File: src/rtl/mmm_pkg.sv
// Shared types for the fetch path.
// Latency: n/a (types only).
// Backpressure: n/a.
package mmm_pkg;

  parameter int XLEN = 32;

  // One i-cache response beat: fetched word plus a fault flag.
  typedef struct packed {
    logic [XLEN-1:0] data;
    logic            fault;
  } icache_out_t;

endpackage

File: src/rtl/icache_arb_if.sv
// Bundle of request, cache and response handshakes around icache_arb.
// Latency: n/a (wiring only).
// Backpressure: valid/ready on every channel.
interface icache_arb_if;
  import mmm_pkg::*;

  logic              flush_i;
  logic [XLEN-1:0]   req0_addr_i;
  logic              req0_valid_i;
  logic              req0_ready_o;
  logic [XLEN-1:0]   req1_addr_i;
  logic              req1_valid_i;
  logic              req1_ready_o;
  logic [XLEN-1:0]   icache_addr_o;
  logic              icache_addr_valid_o;
  logic              icache_addr_ready_i;
  icache_out_t       icache_data_i;
  logic              icache_data_valid_i;
  logic              icache_data_ready_o;
  icache_out_t       rsp0_data_o;
  logic              rsp0_valid_o;
  logic              rsp0_ready_i;
  icache_out_t       rsp1_data_o;
  logic              rsp1_valid_o;
  logic              rsp1_ready_i;
  logic [2:0]        outst_o;
  logic              err_o;

  // Arbiter side.
  modport slave (
    input  flush_i,
    input  req0_addr_i, req0_valid_i, output req0_ready_o,
    input  req1_addr_i, req1_valid_i, output req1_ready_o,
    output icache_addr_o, icache_addr_valid_o, input icache_addr_ready_i,
    input  icache_data_i, icache_data_valid_i, output icache_data_ready_o,
    output rsp0_data_o, rsp0_valid_o, input rsp0_ready_i,
    output rsp1_data_o, rsp1_valid_o, input rsp1_ready_i,
    output outst_o, err_o
  );

  // Requesters / cache / environment side.
  modport master (
    output flush_i,
    output req0_addr_i, req0_valid_i, input req0_ready_o,
    output req1_addr_i, req1_valid_i, input req1_ready_o,
    input  icache_addr_o, icache_addr_valid_o, output icache_addr_ready_i,
    output icache_data_i, icache_data_valid_i, input icache_data_ready_o,
    input  rsp0_data_o, rsp0_valid_o, output rsp0_ready_i,
    input  rsp1_data_o, rsp1_valid_o, output rsp1_ready_i,
    input  outst_o, err_o
  );

endinterface

File: src/rtl/icache_arb.sv
// Round-robin arbiter of two fetch requesters onto one i-cache port, in-order response routing.
// Latency: address path combinational; responses routed combinationally from the cache.
// Backpressure: grant held (locked) under cache stall; no grant when MAX_OUTST in flight or flushing.
module icache_arb #(
  parameter int MAX_OUTST = 2
) (
  input logic         clk_i,
  input logic         rst_i,
  icache_arb_if.slave bus
);

  localparam int            PW    = (MAX_OUTST > 1) ? $clog2(MAX_OUTST) : 1;
  localparam logic [2:0]    MAX_C = 3'(MAX_OUTST);
  localparam logic [PW-1:0] LAST  = PW'(MAX_OUTST - 1);

  logic [2:0]    cnt_q;
  logic [PW-1:0] rd_ptr_q, wr_ptr_q;
  logic          id_q   [MAX_OUTST];
  logic          kill_q [MAX_OUTST];
  logic          rr_last_q;   // requester granted on the last address handshake
  logic          lock_q;
  logic          lock_id_q;

  logic gnt, req_vld, eligible, addr_hs;
  logic empty, head_id, head_kill, drain, pop;

  function automatic logic [PW-1:0] next_ptr(input logic [PW-1:0] p);
    return (p == LAST) ? '0 : p + 1'b1;
  endfunction

  // Pick requester: held grant first, otherwise round-robin between valid requesters.
  always_comb begin
    gnt = 1'b0;
    if (lock_q) begin
      gnt = lock_id_q;
    end else if (bus.req0_valid_i && bus.req1_valid_i) begin
      gnt = ~rr_last_q;
    end else if (bus.req1_valid_i) begin
      gnt = 1'b1;
    end
  end

  // Only the registered count gates grants, so a slot freed this cycle is not reused until next cycle.
  assign req_vld                 = gnt ? bus.req1_valid_i : bus.req0_valid_i;
  assign eligible                = !rst_i && !bus.flush_i && (cnt_q < MAX_C);
  assign bus.icache_addr_valid_o = eligible && req_vld;
  assign bus.icache_addr_o       = gnt ? bus.req1_addr_i : bus.req0_addr_i;
  assign bus.req0_ready_o        = eligible && !gnt && bus.icache_addr_ready_i;
  assign bus.req1_ready_o        = eligible &&  gnt && bus.icache_addr_ready_i;
  assign addr_hs                 = bus.icache_addr_valid_o && bus.icache_addr_ready_i;

  assign empty     = (cnt_q == 3'd0);
  assign head_id   = id_q[rd_ptr_q];
  assign head_kill = kill_q[rd_ptr_q];
  // Killed or flushed responses are swallowed without reaching either requester.
  assign drain     = !empty && (head_kill || bus.flush_i);

  // Route the head response to its requester, or drain it.
  always_comb begin
    bus.icache_data_ready_o = 1'b0;
    if (!rst_i && !empty) begin
      if (drain) bus.icache_data_ready_o = 1'b1;
      else       bus.icache_data_ready_o = head_id ? bus.rsp1_ready_i : bus.rsp0_ready_i;
    end
  end

  assign bus.rsp0_valid_o = !rst_i && !empty && !drain && bus.icache_data_valid_i && !head_id;
  assign bus.rsp1_valid_o = !rst_i && !empty && !drain && bus.icache_data_valid_i &&  head_id;
  assign bus.rsp0_data_o  = bus.icache_data_i;
  assign bus.rsp1_data_o  = bus.icache_data_i;
  assign pop              = bus.icache_data_valid_i && bus.icache_data_ready_o;

  assign bus.outst_o = cnt_q;

  // Tracking FIFO, occupancy count and sticky protocol error.
  always_ff @(posedge clk_i) begin
    if (rst_i) begin
      cnt_q    <= '0;
      rd_ptr_q <= '0;
      wr_ptr_q <= '0;
      bus.err_o <= 1'b0;
      for (int i = 0; i < MAX_OUTST; i++) begin
        id_q[i]   <= 1'b0;
        kill_q[i] <= 1'b0;
      end
    end else begin
      if (bus.flush_i) begin
        for (int i = 0; i < MAX_OUTST; i++) kill_q[i] <= 1'b1;
      end
      if (addr_hs) begin
        id_q[wr_ptr_q]   <= gnt;
        kill_q[wr_ptr_q] <= 1'b0;
        wr_ptr_q         <= next_ptr(wr_ptr_q);
      end
      if (pop) rd_ptr_q <= next_ptr(rd_ptr_q);
      if (addr_hs && !pop)      cnt_q <= cnt_q + 3'd1;
      else if (!addr_hs && pop) cnt_q <= cnt_q - 3'd1;
      if (bus.icache_data_valid_i && empty) bus.err_o <= 1'b1;
    end
  end

  // Round-robin pointer and stall lock.
  always_ff @(posedge clk_i) begin
    if (rst_i) begin
      rr_last_q <= 1'b1;
      lock_q    <= 1'b0;
      lock_id_q <= 1'b0;
    end else begin
      if (addr_hs) rr_last_q <= gnt;
      if (addr_hs || bus.flush_i) begin
        lock_q <= 1'b0;
      end else if (bus.icache_addr_valid_o) begin
        lock_q    <= 1'b1;
        lock_id_q <= gnt;
      end
    end
  end

endmodule

File: src/flat_wrapper.sv
// flat-port wrapper written by rule: the top's interface ports become plain ports
module icache_arb_flat 
#(
  parameter int MAX_OUTST = 2
)
  (clk_i, rst_i, bus_flush_i, bus_req0_addr_i, bus_req0_valid_i, bus_req0_ready_o, bus_req1_addr_i, bus_req1_valid_i, bus_req1_ready_o, bus_icache_addr_o, bus_icache_addr_valid_o, bus_icache_addr_ready_i, bus_icache_data_i, bus_icache_data_valid_i, bus_icache_data_ready_o, bus_rsp0_data_o, bus_rsp0_valid_o, bus_rsp0_ready_i, bus_rsp1_data_o, bus_rsp1_valid_o, bus_rsp1_ready_i, bus_outst_o, bus_err_o);
  icache_arb_if bus_i ();
  input logic clk_i;
  input logic rst_i;
  input wire logic [$bits(bus_i.flush_i)-1:0] bus_flush_i;
  input wire logic [$bits(bus_i.req0_addr_i)-1:0] bus_req0_addr_i;
  input wire logic [$bits(bus_i.req0_valid_i)-1:0] bus_req0_valid_i;
  output wire logic [$bits(bus_i.req0_ready_o)-1:0] bus_req0_ready_o;
  input wire logic [$bits(bus_i.req1_addr_i)-1:0] bus_req1_addr_i;
  input wire logic [$bits(bus_i.req1_valid_i)-1:0] bus_req1_valid_i;
  output wire logic [$bits(bus_i.req1_ready_o)-1:0] bus_req1_ready_o;
  output wire logic [$bits(bus_i.icache_addr_o)-1:0] bus_icache_addr_o;
  output wire logic [$bits(bus_i.icache_addr_valid_o)-1:0] bus_icache_addr_valid_o;
  input wire logic [$bits(bus_i.icache_addr_ready_i)-1:0] bus_icache_addr_ready_i;
  input wire logic [$bits(bus_i.icache_data_i)-1:0] bus_icache_data_i;
  input wire logic [$bits(bus_i.icache_data_valid_i)-1:0] bus_icache_data_valid_i;
  output wire logic [$bits(bus_i.icache_data_ready_o)-1:0] bus_icache_data_ready_o;
  output wire logic [$bits(bus_i.rsp0_data_o)-1:0] bus_rsp0_data_o;
  output wire logic [$bits(bus_i.rsp0_valid_o)-1:0] bus_rsp0_valid_o;
  input wire logic [$bits(bus_i.rsp0_ready_i)-1:0] bus_rsp0_ready_i;
  output wire logic [$bits(bus_i.rsp1_data_o)-1:0] bus_rsp1_data_o;
  output wire logic [$bits(bus_i.rsp1_valid_o)-1:0] bus_rsp1_valid_o;
  input wire logic [$bits(bus_i.rsp1_ready_i)-1:0] bus_rsp1_ready_i;
  output wire logic [$bits(bus_i.outst_o)-1:0] bus_outst_o;
  output wire logic [$bits(bus_i.err_o)-1:0] bus_err_o;
  assign bus_i.flush_i = bus_flush_i;
  assign bus_i.req0_addr_i = bus_req0_addr_i;
  assign bus_i.req0_valid_i = bus_req0_valid_i;
  assign bus_req0_ready_o = bus_i.req0_ready_o;
  assign bus_i.req1_addr_i = bus_req1_addr_i;
  assign bus_i.req1_valid_i = bus_req1_valid_i;
  assign bus_req1_ready_o = bus_i.req1_ready_o;
  assign bus_icache_addr_o = bus_i.icache_addr_o;
  assign bus_icache_addr_valid_o = bus_i.icache_addr_valid_o;
  assign bus_i.icache_addr_ready_i = bus_icache_addr_ready_i;
  assign bus_i.icache_data_i = bus_icache_data_i;
  assign bus_i.icache_data_valid_i = bus_icache_data_valid_i;
  assign bus_icache_data_ready_o = bus_i.icache_data_ready_o;
  assign bus_rsp0_data_o = bus_i.rsp0_data_o;
  assign bus_rsp0_valid_o = bus_i.rsp0_valid_o;
  assign bus_i.rsp0_ready_i = bus_rsp0_ready_i;
  assign bus_rsp1_data_o = bus_i.rsp1_data_o;
  assign bus_rsp1_valid_o = bus_i.rsp1_valid_o;
  assign bus_i.rsp1_ready_i = bus_rsp1_ready_i;
  assign bus_outst_o = bus_i.outst_o;
  assign bus_err_o = bus_i.err_o;
  icache_arb #(.MAX_OUTST(MAX_OUTST)) u_core (.clk_i(clk_i), .rst_i(rst_i), .bus(bus_i));
endmodule
File: config.mk
export PLATFORM = sky130hd
export DESIGN_NAME = icache_arb_flat
export DESIGN_NICKNAME = d
export VERILOG_FILES = /design/src/rtl/mmm_pkg.sv /design/src/rtl/icache_arb_if.sv /design/src/rtl/icache_arb.sv /design/src/flat_wrapper.sv
export SDC_FILE = /design/constraint.sdc
export NUM_CORES = 1
export LEC_CHECK = 0
export ABC_AREA = 1
export BUFFER_PORTS_ARGS = -buffer_cell sky130_fd_sc_hd__buf_2
export CAP_MARGIN = 10
export CORE_AREA = 2 2 82 84
export DETAILED_ROUTE_END_ITERATION = 10
export DIE_AREA = 0 0 84 86
export PLACE_DENSITY = 0.7
export SYNTH_ARGS = -nofsm -noshare
export SYNTH_HDL_FRONTEND = slang
export SYNTH_SLANG_ARGS = --single-unit
File: constraint.sdc
create_clock -name clk_i -period 2.95 [get_ports clk_i]
set_input_delay 0.7375 -clock clk_i [delete_from_list [all_inputs] [get_ports clk_i]]
set_output_delay 0.7375 -clock clk_i [all_outputs]
set_load 0.03 [all_outputs]
==> results.txt <==
The flow ran to the end, and the final reports show no timing, DRC or antenna violations. In the routed design, unresolved DRC markers number 0. Number of nets with antenna violations after detailed routing: 0. buf_4 takes more of the synthesized area than any other cell. Setup repair after global routing left no endpoint under its margin. The initial antenna violation count is 0, and the post-cts gate resize count is 0.

For the worst-skew pair, the clock arrives at the later sink with an insertion delay of 0.25 ns. The number of distinct library cells after synthesis is 26, and the post-route minimum period is 2.555 ns. For this design the static power due to leakage is 1.184 nW. The die is 84 µm wide.

Measured along the y axis, the die boundary spans 86 µm. The average instance in the mapped netlist occupies 6.215 µm². For this block, the routed nets add up to 4430 µm of wire.

The setup violation total in the final timing report is 0, and the number of cells produced by synthesis is 276. For this design, the CTS-stage hold fixing added 0 buffers. For the number of endpoints with negative hold slack in the final report, the log shows 0. The transition time of the tightest slew-check pin was 0.3315 ns.

IR analysis of the VDD net gives a maximum drop of 0.2592 mV. At the placement stage, the worst setup path has a slack of 0.3123 ns. The area enclosed by the die boundary is 7224 µm².

The run gives 6706 µm as the global-route wire length before repair. For this run, the post-layout net count is 433. The detail-routed via count per cell is 4.249, and the detailed-route via count is 1708.

The first routing iteration left 59 violations. In the final layout, the multi-input gates occupy 812.0 µm². Post-CTS timing repair inserted 0 buffers for setup.

The final RePlAce weighted congestion came out at 0.8614. In the post-synthesis netlist, the biggest area contributors are buf_4 30%, nand2_1 26%, dfxtp_1 14%, edfxtp_1 3.5%, nor2_1 2.8%. Summing all flip-flop and latch instances after layout gives 300.3 µm². The part of the cycle the worst path needs works out to 86.60%.

The share of the synthesized area in the top cell type was 30.20%; the number of register bits inferred by synthesis was 14. STA classifies the critical path startpoint as a primary input. The worst setup path is of the primary input to output port kind. The power density relative to cell area works out to 383.7 nW/µm². Relative to the synthesized area, the layout overhead comes to 12.33%. The count of buffers inserted at the top-level ports works out to 114. The logs give 77.70% for the worst slew slack as a fraction of its limit and 27.33% for the effective utilization at floorplan. The least setup slack across all paths after layout was 0.3952 ns; the proportion of layout cells with a drive suffix above 1 was 42.28%. The cell area after technology mapping came out at 1715 µm². Entering global routing, the biggest net connects 37 pins.

Max-cap violations in this run came to 0. The number of global-route vias before repair is 1555. The path class of the tightest hold or removal check is register to register.

The share of the yosys chip area belonging to registers came out at 17.51%. For this design the top-level I/O count stands at 214. Biggest fanout along the worst timing path: 36.

For the worst flop-to-flop path, the logic depth is 12. The final setup TNS was 0 ns; the register clock-pin slew on the reported worst setup and hold paths was 0.06 ns. Counting along the longest clock path gives a buffer depth of 2. The average detailed-routed wire length per instance is 11.02 µm.

Data on the critical path arrives at its endpoint at 1.82 ns. Across every metal layer, demand over resource in global routing totals 11.23%. When the netlist entered floorplanning its net count stood at 384.

TritonCTS built the clock tree. The required time at the worst-slack endpoint is 2.21 ns. The Yosys step of the flow raised 0 warnings.

After filler insertion, the fill cell instance count of the layout stands at 691. The largest clock skew in the final design came out at 0.004417 ns. The logs give 0 for the remaining global-route overflow and 4 for the number of iterations in the first detailed-routing pass.

Final hold analysis gives a worst-case slack of 0.4615 ns. The tools report the clock buffer count from CTS as 3. Summed over all nets, the half-perimeter wirelength after detailed placement is 3707 µm. Top achievable clock speed: 391.4 MHz.

In this run the standard cell core region covers 6277 µm². CTS saw 14 sinks. The number of H-tree levels is 1, and the number of placement rows is 29. For the number of pins exceeding their max-slew limit in the final report, the log shows 0. Cell at the root of the clock tree: clkbuf_8.

The hold-critical path depth is 1. The nature of the critical path endpoint was an output port.
## kinds of logic after synthesis
group / share of synthesized area (%)
simple gates: 40.55
flops: 17.51
fa+ha+maj: 1.896
buf+inv: 35.16
compound gates: 4.887
## where the power goes
part / internal [mW] / switching (mW)
Sequential: 0.207 / 0.0121
Clock: 0.0921 / 0.0688
Combinational: 0.120 / 0.239
Total: 0.420 / 0.320
## final timing paths
path / startpoint / endpoint / slack [ns]
setup / recovery: bus_req0_valid_i / bus_icache_addr_o[29] / 0.40
hold / removal: u_core.bus.err_o / u_core.bus.err_o / 0.46
hold reg to reg: u_core.bus.err_o / u_core.bus.err_o / 0.46
setup reg to reg: u_core.bus.outst_o[1] / u_core.bus.outst_o[2] / 0.81
## through the flow
stage                     power (mW)  utilization (%)  area [µm²]  cells
final                         0.7393            30.70        1927    402
after global routing          0.7911            30.66        1924    401
after CTS                     0.7499            30.66        1924    401
after detailed placement      0.5832            29.94        1879    397
after global placement        0.5798            29.94        1879    397
after floorplan               0.6264                -        1715    276
## synth_stat cells, drive strengths merged
master	n
dfxtp	12
o21a	1
a21oi	7
nand2	122
nand3	9
edfxtp	2
fa	1
ha	1
a31oi	1
o21ai	7
buf	73
clkinv	1
inv	16
nor2	18
nand4	2
nand3b	1
nor4	2
## flip-flops by register name, indices dropped and copies added, names as in the netlist, named ones only
signal,count
u_core.bus.err_o,1
u_core.bus.outst_o,3
u_core.id_q,2
u_core.kill_q,2
u_core.lock_id_q,1
u_core.lock_q,1
u_core.rd_ptr_q,1
u_core.rr_last_q,1
u_core.wr_ptr_q,1
## worst max-delay path, stage by stage
cell     delay [ns]
buf_2          0.10
nand2_1        0.07
nand3_2        0.08
nand2_2        0.09
buf_4          0.32
nand2_1        0.11
nand2_1        0.10
buf_2          0.20
## cells in the final DEF, fill, tap and decap left out, drive strengths merged
cell type and instances:
inv 16, ha 1, nand2 122, clkinv 2, diode 1, nand4 2, fa 1, nand3 9
edfxtp 2, o21ai 7, a21oi 7, o21a 1, nor2 18, dfxtp 12, buf 117, nor4 2
nand3b 1, a31oi 1, clkbuf 3
## area by class of cell
type	count	share of cell area (%)
Clock buffer	3	2.143
Tap cell	77	5.000
Inverter	17	3.377
Multi-Input combinational cell	172	42.14
Timing Repair Buffer	117	31.43
Clock inverter	1	0.1948
Antenna cell	1	0.1299
Sequential cell	14	15.58
## metal layers
layer  track usage (%)  share of wire, %
met4             2.786              0.86
met1             13.19                39
met5                 0                 0
met3             2.984                10
met2             20.36                50
(Power assumes the default switching activity.)
